`config.mk`:
```
export PLATFORM = sky130hd
export DESIGN_NAME = button_conditioner
export DESIGN_NICKNAME = d
export VERILOG_FILES = /design/src/rtl/game_pkg.sv /design/src/rtl/button_debounce.sv /design/src/rtl/button_conditioner.sv
export SDC_FILE = /design/constraint.sdc
export NUM_CORES = 1
export LEC_CHECK = 0
export ABC_AREA = 1
export CAP_MARGIN = 15
export CORE_UTILIZATION = 59
export CTS_BUF_LIST = sky130_fd_sc_hd__clkbuf_2 sky130_fd_sc_hd__clkbuf_4 sky130_fd_sc_hd__clkbuf_8
export DETAILED_ROUTE_END_ITERATION = 10
export PLACE_DENSITY = 0.79
export SLEW_MARGIN = 20
export SYNTH_ARGS = -nofsm -noshare
export SYNTH_HDL_FRONTEND = slang
export SYNTH_SLANG_ARGS = --single-unit
```
`constraint.sdc`:
```
create_clock -name clk -period 1.6 [get_ports clk]
set_input_delay 0.48 -clock clk [delete_from_list [all_inputs] [get_ports clk]]
set_output_delay 0.48 -clock clk [all_outputs]
set_load 0.02 [all_outputs]
```
`src/rtl/game_pkg.sv`:
```
// rtl/game_pkg.sv - shared button indices and repeat FSM encoding
package game_pkg;

    localparam int NUM_BTNS   = 5;
    localparam int NUM_DIRS   = 4;
    localparam int BTN_UP     = 0;
    localparam int BTN_DOWN   = 1;
    localparam int BTN_LEFT   = 2;
    localparam int BTN_RIGHT  = 3;
    localparam int BTN_SELECT = 4;

    typedef enum logic [1:0] {
        RPT_IDLE   = 2'd0,
        RPT_DELAY  = 2'd1,
        RPT_REPEAT = 2'd2
    } rpt_state_e;

    function automatic int max_int(input int a, input int b);
        return (a > b) ? a : b;
    endfunction

endpackage

```
`src/rtl/button_debounce.sv`:
```
// rtl/button_debounce.sv - two-flop synchroniser, stability debouncer and press edge pulse
module button_debounce #(
    parameter int DEBOUNCE_CYCLES = 1_000_000
) (
    input  logic clk,
    input  logic reset,
    input  logic raw_i,
    output logic state_o,
    output logic held_o,
    output logic press_o
);

    localparam int CW = $clog2(DEBOUNCE_CYCLES + 1);
    localparam logic [CW-1:0] CNT_LAST = CW'(DEBOUNCE_CYCLES - 1);

    logic          sync1_q;
    logic          sync2_q;
    logic [CW-1:0] cnt_q;
    logic [CW-1:0] cnt_d;
    logic          state_q;
    logic          state_d;
    logic          held_q;
    logic          press_q;

    // Any cycle of agreement restarts the stability count.
    always_comb begin
        state_d = state_q;
        cnt_d   = '0;
        if (sync2_q != state_q) begin
            if (cnt_q == CNT_LAST) begin
                state_d = ~state_q;
            end else begin
                cnt_d = cnt_q + CW'(1);
            end
        end
    end

    always_ff @(posedge clk) begin
        if (!reset) begin
            sync1_q <= 1'b0;
            sync2_q <= 1'b0;
            cnt_q   <= '0;
            state_q <= 1'b0;
            held_q  <= 1'b0;
            press_q <= 1'b0;
        end else begin
            sync1_q <= raw_i;
            sync2_q <= sync1_q;
            cnt_q   <= cnt_d;
            state_q <= state_d;
            held_q  <= state_q;
            press_q <= state_q & ~held_q;
        end
    end

    assign state_o = state_q;
    assign held_o  = held_q;
    assign press_o = press_q;

endmodule

```
`src/rtl/button_conditioner.sv`:
```
// rtl/button_conditioner.sv - debounced press pulses with direction auto-repeat and priority arbitration
module button_conditioner
    import game_pkg::*;
#(
    parameter int DEBOUNCE_CYCLES = 1_000_000,
    parameter int REPEAT_DELAY    = 40_000_000,
    parameter int REPEAT_RATE     = 15_000_000
) (
    input  logic                clk,
    input  logic                reset,
    input  logic                up_raw,
    input  logic                down_raw,
    input  logic                left_raw,
    input  logic                right_raw,
    input  logic                select_raw,
    output logic                up_pulse,
    output logic                down_pulse,
    output logic                left_pulse,
    output logic                right_pulse,
    output logic                select_pulse,
    output logic [NUM_BTNS-1:0] btn_held
);

    localparam int RW = $clog2(max_int(REPEAT_DELAY, REPEAT_RATE) + 1);
    localparam logic [RW-1:0] DELAY_LAST = RW'(REPEAT_DELAY - 1);
    localparam logic [RW-1:0] RATE_LAST  = RW'(REPEAT_RATE - 1);

    logic [NUM_BTNS-1:0] raw_vec;
    logic [NUM_BTNS-1:0] deb_state;
    logic [NUM_BTNS-1:0] deb_press;
    logic [NUM_BTNS-1:0] press_ok;

    rpt_state_e          rpt_q  [NUM_DIRS];
    rpt_state_e          rpt_d  [NUM_DIRS];
    logic [RW-1:0]       rcnt_q [NUM_DIRS];
    logic [RW-1:0]       rcnt_d [NUM_DIRS];
    logic [NUM_DIRS-1:0] rep_fire;
    logic [NUM_DIRS-1:0] dir_req;
    logic [NUM_DIRS-1:0] dir_grant;
    logic [NUM_BTNS-1:0] pulse_d;
    logic [NUM_BTNS-1:0] pulse_q;

    assign raw_vec[BTN_UP]     = up_raw;
    assign raw_vec[BTN_DOWN]   = down_raw;
    assign raw_vec[BTN_LEFT]   = left_raw;
    assign raw_vec[BTN_RIGHT]  = right_raw;
    assign raw_vec[BTN_SELECT] = select_raw;

    for (genvar g = 0; g < NUM_BTNS; g++) begin : g_btn
        button_debounce #(
            .DEBOUNCE_CYCLES(DEBOUNCE_CYCLES)
        ) u_debounce (
            .clk    (clk),
            .reset  (reset),
            .raw_i  (raw_vec[g]),
            .state_o(deb_state[g]),
            .held_o (btn_held[g]),
            .press_o(deb_press[g])
        );
    end

    assign press_ok = deb_press & deb_state;

    always_ff @(posedge clk) begin
        if (!reset) begin
            for (int i = 0; i < NUM_DIRS; i++) begin
                rpt_q[i]  <= RPT_IDLE;
                rcnt_q[i] <= '0;
            end
        end else begin
            for (int i = 0; i < NUM_DIRS; i++) begin
                rpt_q[i]  <= rpt_d[i];
                rcnt_q[i] <= rcnt_d[i];
            end
        end
    end

    always_comb begin
        for (int i = 0; i < NUM_DIRS; i++) begin
            rpt_d[i]  = rpt_q[i];
            rcnt_d[i] = rcnt_q[i];
            if (!deb_state[i]) begin
                rpt_d[i]  = RPT_IDLE;
                rcnt_d[i] = '0;
            end else begin
                case (rpt_q[i])
                    RPT_IDLE: begin
                        if (press_ok[i]) begin
                            rpt_d[i]  = RPT_DELAY;
                            rcnt_d[i] = '0;
                        end
                    end
                    RPT_DELAY: begin
                        if (rcnt_q[i] == DELAY_LAST) begin
                            rpt_d[i]  = RPT_REPEAT;
                            rcnt_d[i] = '0;
                        end else begin
                            rcnt_d[i] = rcnt_q[i] + RW'(1);
                        end
                    end
                    RPT_REPEAT: begin
                        if (rcnt_q[i] == RATE_LAST) begin
                            rcnt_d[i] = '0;
                        end else begin
                            rcnt_d[i] = rcnt_q[i] + RW'(1);
                        end
                    end
                    default: begin
                        rpt_d[i]  = RPT_IDLE;
                        rcnt_d[i] = '0;
                    end
                endcase
            end
        end
    end

    // Repeats are gated by the live debounced state, so a release landing on the
    // firing edge suppresses that repeat. Lower index wins; losers are dropped.
    always_comb begin
        rep_fire  = '0;
        dir_grant = '0;
        for (int i = 0; i < NUM_DIRS; i++) begin
            rep_fire[i] = deb_state[i] &&
                          (((rpt_q[i] == RPT_DELAY)  && (rcnt_q[i] == DELAY_LAST)) ||
                           ((rpt_q[i] == RPT_REPEAT) && (rcnt_q[i] == RATE_LAST)));
        end
        dir_req = press_ok[NUM_DIRS-1:0] | rep_fire;
        for (int i = NUM_DIRS - 1; i >= 0; i--) begin
            if (dir_req[i]) begin
                dir_grant    = '0;
                dir_grant[i] = 1'b1;
            end
        end
        pulse_d                 = '0;
        pulse_d[NUM_DIRS-1:0]   = dir_grant;
        pulse_d[BTN_SELECT]     = press_ok[BTN_SELECT];
    end

    always_ff @(posedge clk) begin
        if (!reset) begin
            pulse_q <= '0;
        end else begin
            pulse_q <= pulse_d;
        end
    end

    assign up_pulse     = pulse_q[BTN_UP];
    assign down_pulse   = pulse_q[BTN_DOWN];
    assign left_pulse   = pulse_q[BTN_LEFT];
    assign right_pulse  = pulse_q[BTN_RIGHT];
    assign select_pulse = pulse_q[BTN_SELECT];

endmodule

```
Yosys cells after proc, flatten, opt, wreduce, memory -nomap -nowiden
Memory sizes are Yosys's and may differ from the RTL's.
Cells that the tools add are included.

word-level totals
  register bits = 130
  bits in writable memories = 112
  output and inout port bits = 10
  logic and storage cells = 185
  memories = 2

memory list
  memory  depth  bits a word  read ports  clocked after Yosys merged registers in  write ports  RTL line                  text
  rcnt_q  4      26           4           0                                        4            button_conditioner.sv:35  logic [RW-1:0] rcnt_q [NUM_DIRS];
  rpt_q   4      2            4           0                                        4            button_conditioner.sv:33  rpt_state_e rpt_q [NUM_DIRS];

cells by class
  add/subtract/negate cells = 9
  equal/unequal tests = 26
  multiplexer cells = 50
  bitwise gates (word level) = 31
  reductions and logical operators = 33

operator list
  cell                     count
  $mux W26                 20
  $pmux W26 S3             4
  $add A26 B1 Y26 const B  4
  $eq A26 B24 Y1 const B   4
  $eq A26 B26 Y1 const B   4
  $add A20 B1 Y20 const B  5
  $eq A20 B20 Y1 const B   5
  $mux W2                  17
  $pmux W2 S3              4
  $reduce_or A3 Y1         6
  $not A1 Y1               16
  $logic_and A1 B1 Y1      12
  $reduce_and A2 Y1        5
  $eq A2 B1 Y1 const B     4
  $eq A2 B2 Y1 const B     4
  $logic_not A2 Y1         4
  $or A1 B1 Y1             8
  $and A1 B1 Y1            5
  $and A5 B5 Y5            1
  $ne A1 B1 Y1             5
  $logic_or A1 B1 Y1       4
  $mux W4                  1
  $or A4 B4 Y4             1
  $reduce_or A4 Y1         1
  other kinds (3)          5

Depth between registers and ports, before layout
An unclocked memory read counts as a cell.

  word-level depth = 10
  gate-level depth with buffers = 13
  gate-level depth less buffers = 12

By module
Synthesis repeated with hierarchy kept, for this count alone.

unflattened totals
  cell total of the unflattened synthesis = 2052
  area total of the unflattened synthesis = 13366.6 um^2

by module, submodules not included
  module                                      instances  cells an instance  area an instance (um^2)  sequential area each (um^2)
  button_conditioner                          1          1206               7422.1                   2342.2
  button_debounce at g_btn[0].u_debounce ...  4          167                1178.6                   500.5
  button_debounce at g_btn[4].u_debounce      1          178                1229.9                   500.5

Worst setup path before layout
No wires, ideal clock.

  path type = reg2reg
  start point = memory rcnt_q[2][0] in the netlist's numbering
  end point = memory rcnt_q[2][7] in the netlist's numbering
  setup time = 117 ps
  data arrival time = 1486 ps
  path slack = -3 ps
  cell stages (with the launch flop) = 14
  clock period less this slack = 1603 ps
  path through = dfxtp_1 > ha_1 > nand2_1 > nor2_1 > nand2_2 > nor2_1 > nand2_1 > nand2_1 > nand2_1 > nand2_1 > nand2_1 > nand2_2 > buf_6 > nor2_1

RTL lines
  what             RTL line
  start, declared  button_conditioner.sv:35

==> summary.md <==
| Metric | Value |
|---|---|
| Status | complete, but fails checks |
| Failing checks | negative setup slack |
| Clk sinks | 242 |
| First-pass GRT wire length | 56.5 mm |
| Number of flops mapped to enable cells by yosys | 0 |
| GR Util met3 | 0.0458 |
| Cell area after layout | 17700 µm² |
| Multi-input logic area | 8440 µm² |
| TNS Setup | -8030 ps |
| Flop and latch count out of synthesis | 242 |
| Routed Antenna Nets | 0 |
| Hold Vio Cnt, Final | 0 |
| DR vias/cell | 5.64 |
| Syn Std Cell Area | 13100 µm² |
| Crit-path max FO | 5 |
| Synthesized area per cell | 6.50 µm² |
| End point of the critical path | rcnt_q[1][13] |
| Synth Warn # | 0 |
| Reg-to-reg critical path endpoint | rcnt_q[1][13] |
| Leakage power | 6.54 nW |
| Synth top area cells | dfxtp_1, nand2_1, nor2_1 |
| Crit path from | rcnt_q[1][0] |
| Fill count | 1336 |
| Worst path arrival time | 2250 ps |
| Sequential fraction of the synthesis area | 0.371 |
| Worst Setup End Kind | flip-flop |
| Vias in the first global route | 12700 |
| Largest net degree at the start of global routing | 20 |
| Tmin final | 1800 ps |
| Post-detail-place hpwl | 23.2 mm |
| Chip width | 151 µm |
| CTS buffer count | 42 |
| Switching share of power | 0.214 |
| Crit Path Class | reg2reg |
| Core footprint | 21800 µm² |
| Overall global routing resource usage | 0.301 |
| CTS tree | done |
| Area leader, netlist | dfxtp_1 |
| IO Pins | 17 |
| Total gr overflow | 0 |
| Routed wire length | 40.8 mm |
| DRC | 0 |
| Power, Total | 13.1 mW |
| GP Congestion | 0.932 |
| NumNets Final | 2299 |
| Clock Path Buffers | 3 |
| Syn Inst Count | 2009 |
| Clock skew | 19.7 ps |
| Worst hold path type | reg2reg |
| Hold Path Depth | 1 |
| Logic pwr share | 0.010 |
| R2R depth | 13 |
| Diode count | 0 |
| Initial antenna violation count | 0 |
| Yosys top cell area share | 0.371 |
| Die span in y | 151 µm |
| Reg-to-reg slack, setup | -200 ps |
| TritonRoute pass-1 iters | 7 |
| H-tree Lvls | 2 |
| Busiest grt layer | met2 |
| Clock Root Buffer | clkbuf_8 |
| Initial Utilization | 0.600 |
| Clock transition at path regs | 60 ps |
| Max Cap Violations | 0 |
| Synth Flop Type | dfxtp_1 |
| VDD IR max | 774 µV |
| Share of cells above drive strength 1 | 0.300 |
| CP required | 2050 ps |
| DIE AREA | 22700 µm² |
| Worst slew margin relative to its limit | 0.679 |
| Cell Int Power | 10.3 mW |
| Sequential share of power | 0.461 |
| Setup crit start kind | flip-flop |
| Dominant cell by count in the synthesized netlist | nand2_1 |
| WL per Instance | 15.8 µm |
| P_sw | 2.80 mW |
| Most frequent cells after synthesis | nand2_1, nor2_1, inv_1 |
| Tightest Pin Transition | 482 ps |
| Worst-skew pair later-pin latency | 560 ps |
| Post-synthesis async set-or-reset flop share | 0 |
| Period utilization | 1.12 |
| PwrDens | 740 nW/µm² |
| RSZ-0062 raised after global routing | yes |
| Slew Viols, Final | 0 |
| Pre-CTS setup slack | -394 ps |
| Row count | 54 |
| Clock Power Share | 0.529 |
| Syn-to-layout area delta | 35.7% |
| Yosys cell types | 41 |
| Grt met1 use | 0.389 |
| R2r startpoint | rcnt_q[1][0] |
| Placed instance area | 14800 µm² |
| Initial DRC count | 1400 |
| Fmax | 0.557 GHz |
| Port Buf Inserts | 16 |
| Final WS setup | -195 ps |
| Final setup viols | 108 |
| Post-Syn Nets | 2041 |
| Via count | 14500 |
| Met2 usage | 0.511 |
| Register area | 4920 µm² |
final cells by class:
cell class / instances / share of cell area
tap: 280 / 0.0198
inverter: 259 / 0.0556
clock buffer: 66 / 0.0484
timing repair buffer: 242 / 0.112
multi-input combinational: 1480 / 0.477
sequential: 242 / 0.278
clock inverter: 11 / 0.0102
state kept, by name, summed over array words and instances (netlist names):
name	count
g_btn.u_debounce.state_o	5
rpt_q	8
pulse_q	5
g_btn.u_debounce.press_o	5
g_btn.u_debounce.sync1_q	5
rcnt_q	104
g_btn.u_debounce.sync2_q	5
g_btn.u_debounce.held_o	5
g_btn.u_debounce.cnt_q	100
cells by family after synthesis:
kind of cell,after synthesis,share of synthesized area
flip-flops,242,0.371
XOR/XNOR,58,0.0389
buffers and inverters,293,0.0912
AND/OR/NAND/NOR,1229,0.410
adder cells (fa/ha/maj),25,0.0240
AO/OA/AOI/OAI,162,0.0652
layer usage:
layer  wire [µm]  part of all wire
met1       15900              0.39
met2       19900              0.49
met3        3190             0.078
met4        1770             0.043
met5           0                 0
worst min path at each step:
stage,from,endpoint,slack (ps)
2_1_floorplan,g_btn[0].u_debounce.sync1_q,g_btn[0].u_debounce.sync2_q,390
3_3_place_gp,g_btn[1].u_debounce.sync1_q,g_btn[1].u_debounce.sync2_q,390
3_5_place_dp,g_btn[4].u_debounce.press_o,pulse_q[4],400
4_1_cts,g_btn[4].u_debounce.press_o,pulse_q[4],410
5_1_grt,g_btn[4].u_debounce.press_o,pulse_q[4],430
6_report,g_btn[4].u_debounce.held_o,g_btn[4].u_debounce.press_o,410
cell usage in the layout, fill, tap and decap left out, types with 12 or more instances in the layout:
| cell type | n |
|---|---|
| a21oi_1 | 68 |
| a21oi_2 | 25 |
| buf_4 | 198 |
| buf_6 | 20 |
| clkbuf_8 | 58 |
| dfxtp_1 | 188 |
| dfxtp_2 | 50 |
| ha_1 | 15 |
| inv_1 | 240 |
| inv_2 | 15 |
| nand2_1 | 469 |
| nand2_2 | 42 |
| nand2_4 | 16 |
| nand3_1 | 129 |
| nand3_2 | 20 |
| nand3b_1 | 12 |
| nand4_1 | 39 |
| nor2_1 | 252 |
| nor2_2 | 77 |
| nor2_4 | 51 |
| nor3_1 | 53 |
| nor3_2 | 12 |
| o21ai_0 | 36 |
| xnor2_1 | 16 |
| xor2_1 | 40 |
critical path, cell delays in order (launching register included):
cell	delay (ps)
dfxtp_4	370
ha_4	170
inv_2	50
nor2_4	120
nand3_2	100
nor2_4	160
nand2_2	90
nand2_4	90
nand2_4	60
nand2_4	80
nand2_8	120
buf_6	150
inv_2	60
nor2_1	50
repair_timing:
| item | 4_1_cts | 5_1_grt |
|---|---|---|
| setup endpoints to repair | 168 | 217 |
| hold buffers | 0 | 0 |
| buffers inserted | 12 | 24 |
| resized for setup | 143 | 341 |
| pin swaps | 41 | 92 |
| cloned | 7 | 6 |
stage by stage:
step / util / cells / hold slack [ps]
floorplan: - / 2009 / 390
detailed placement: 0.681 / 2455 / 402
CTS: 0.750 / 2551 / 411
global route: 0.814 / 2580 / 430
global placement: 0.681 / 2455 / 391
finish: 0.814 / 2580 / 408
power by group through the flow:
stage	logic, mW	registers (mW)	clock network, mW
after floorplan	0.0447	6.18	0
after global placement	0.100	6.18	0
after detailed placement	0.103	6.18	0
after CTS	0.112	6.05	6.95
after global routing	0.136	6.04	7.26
final	0.128	6.04	6.94
Power figures use the tool's default switching activity.
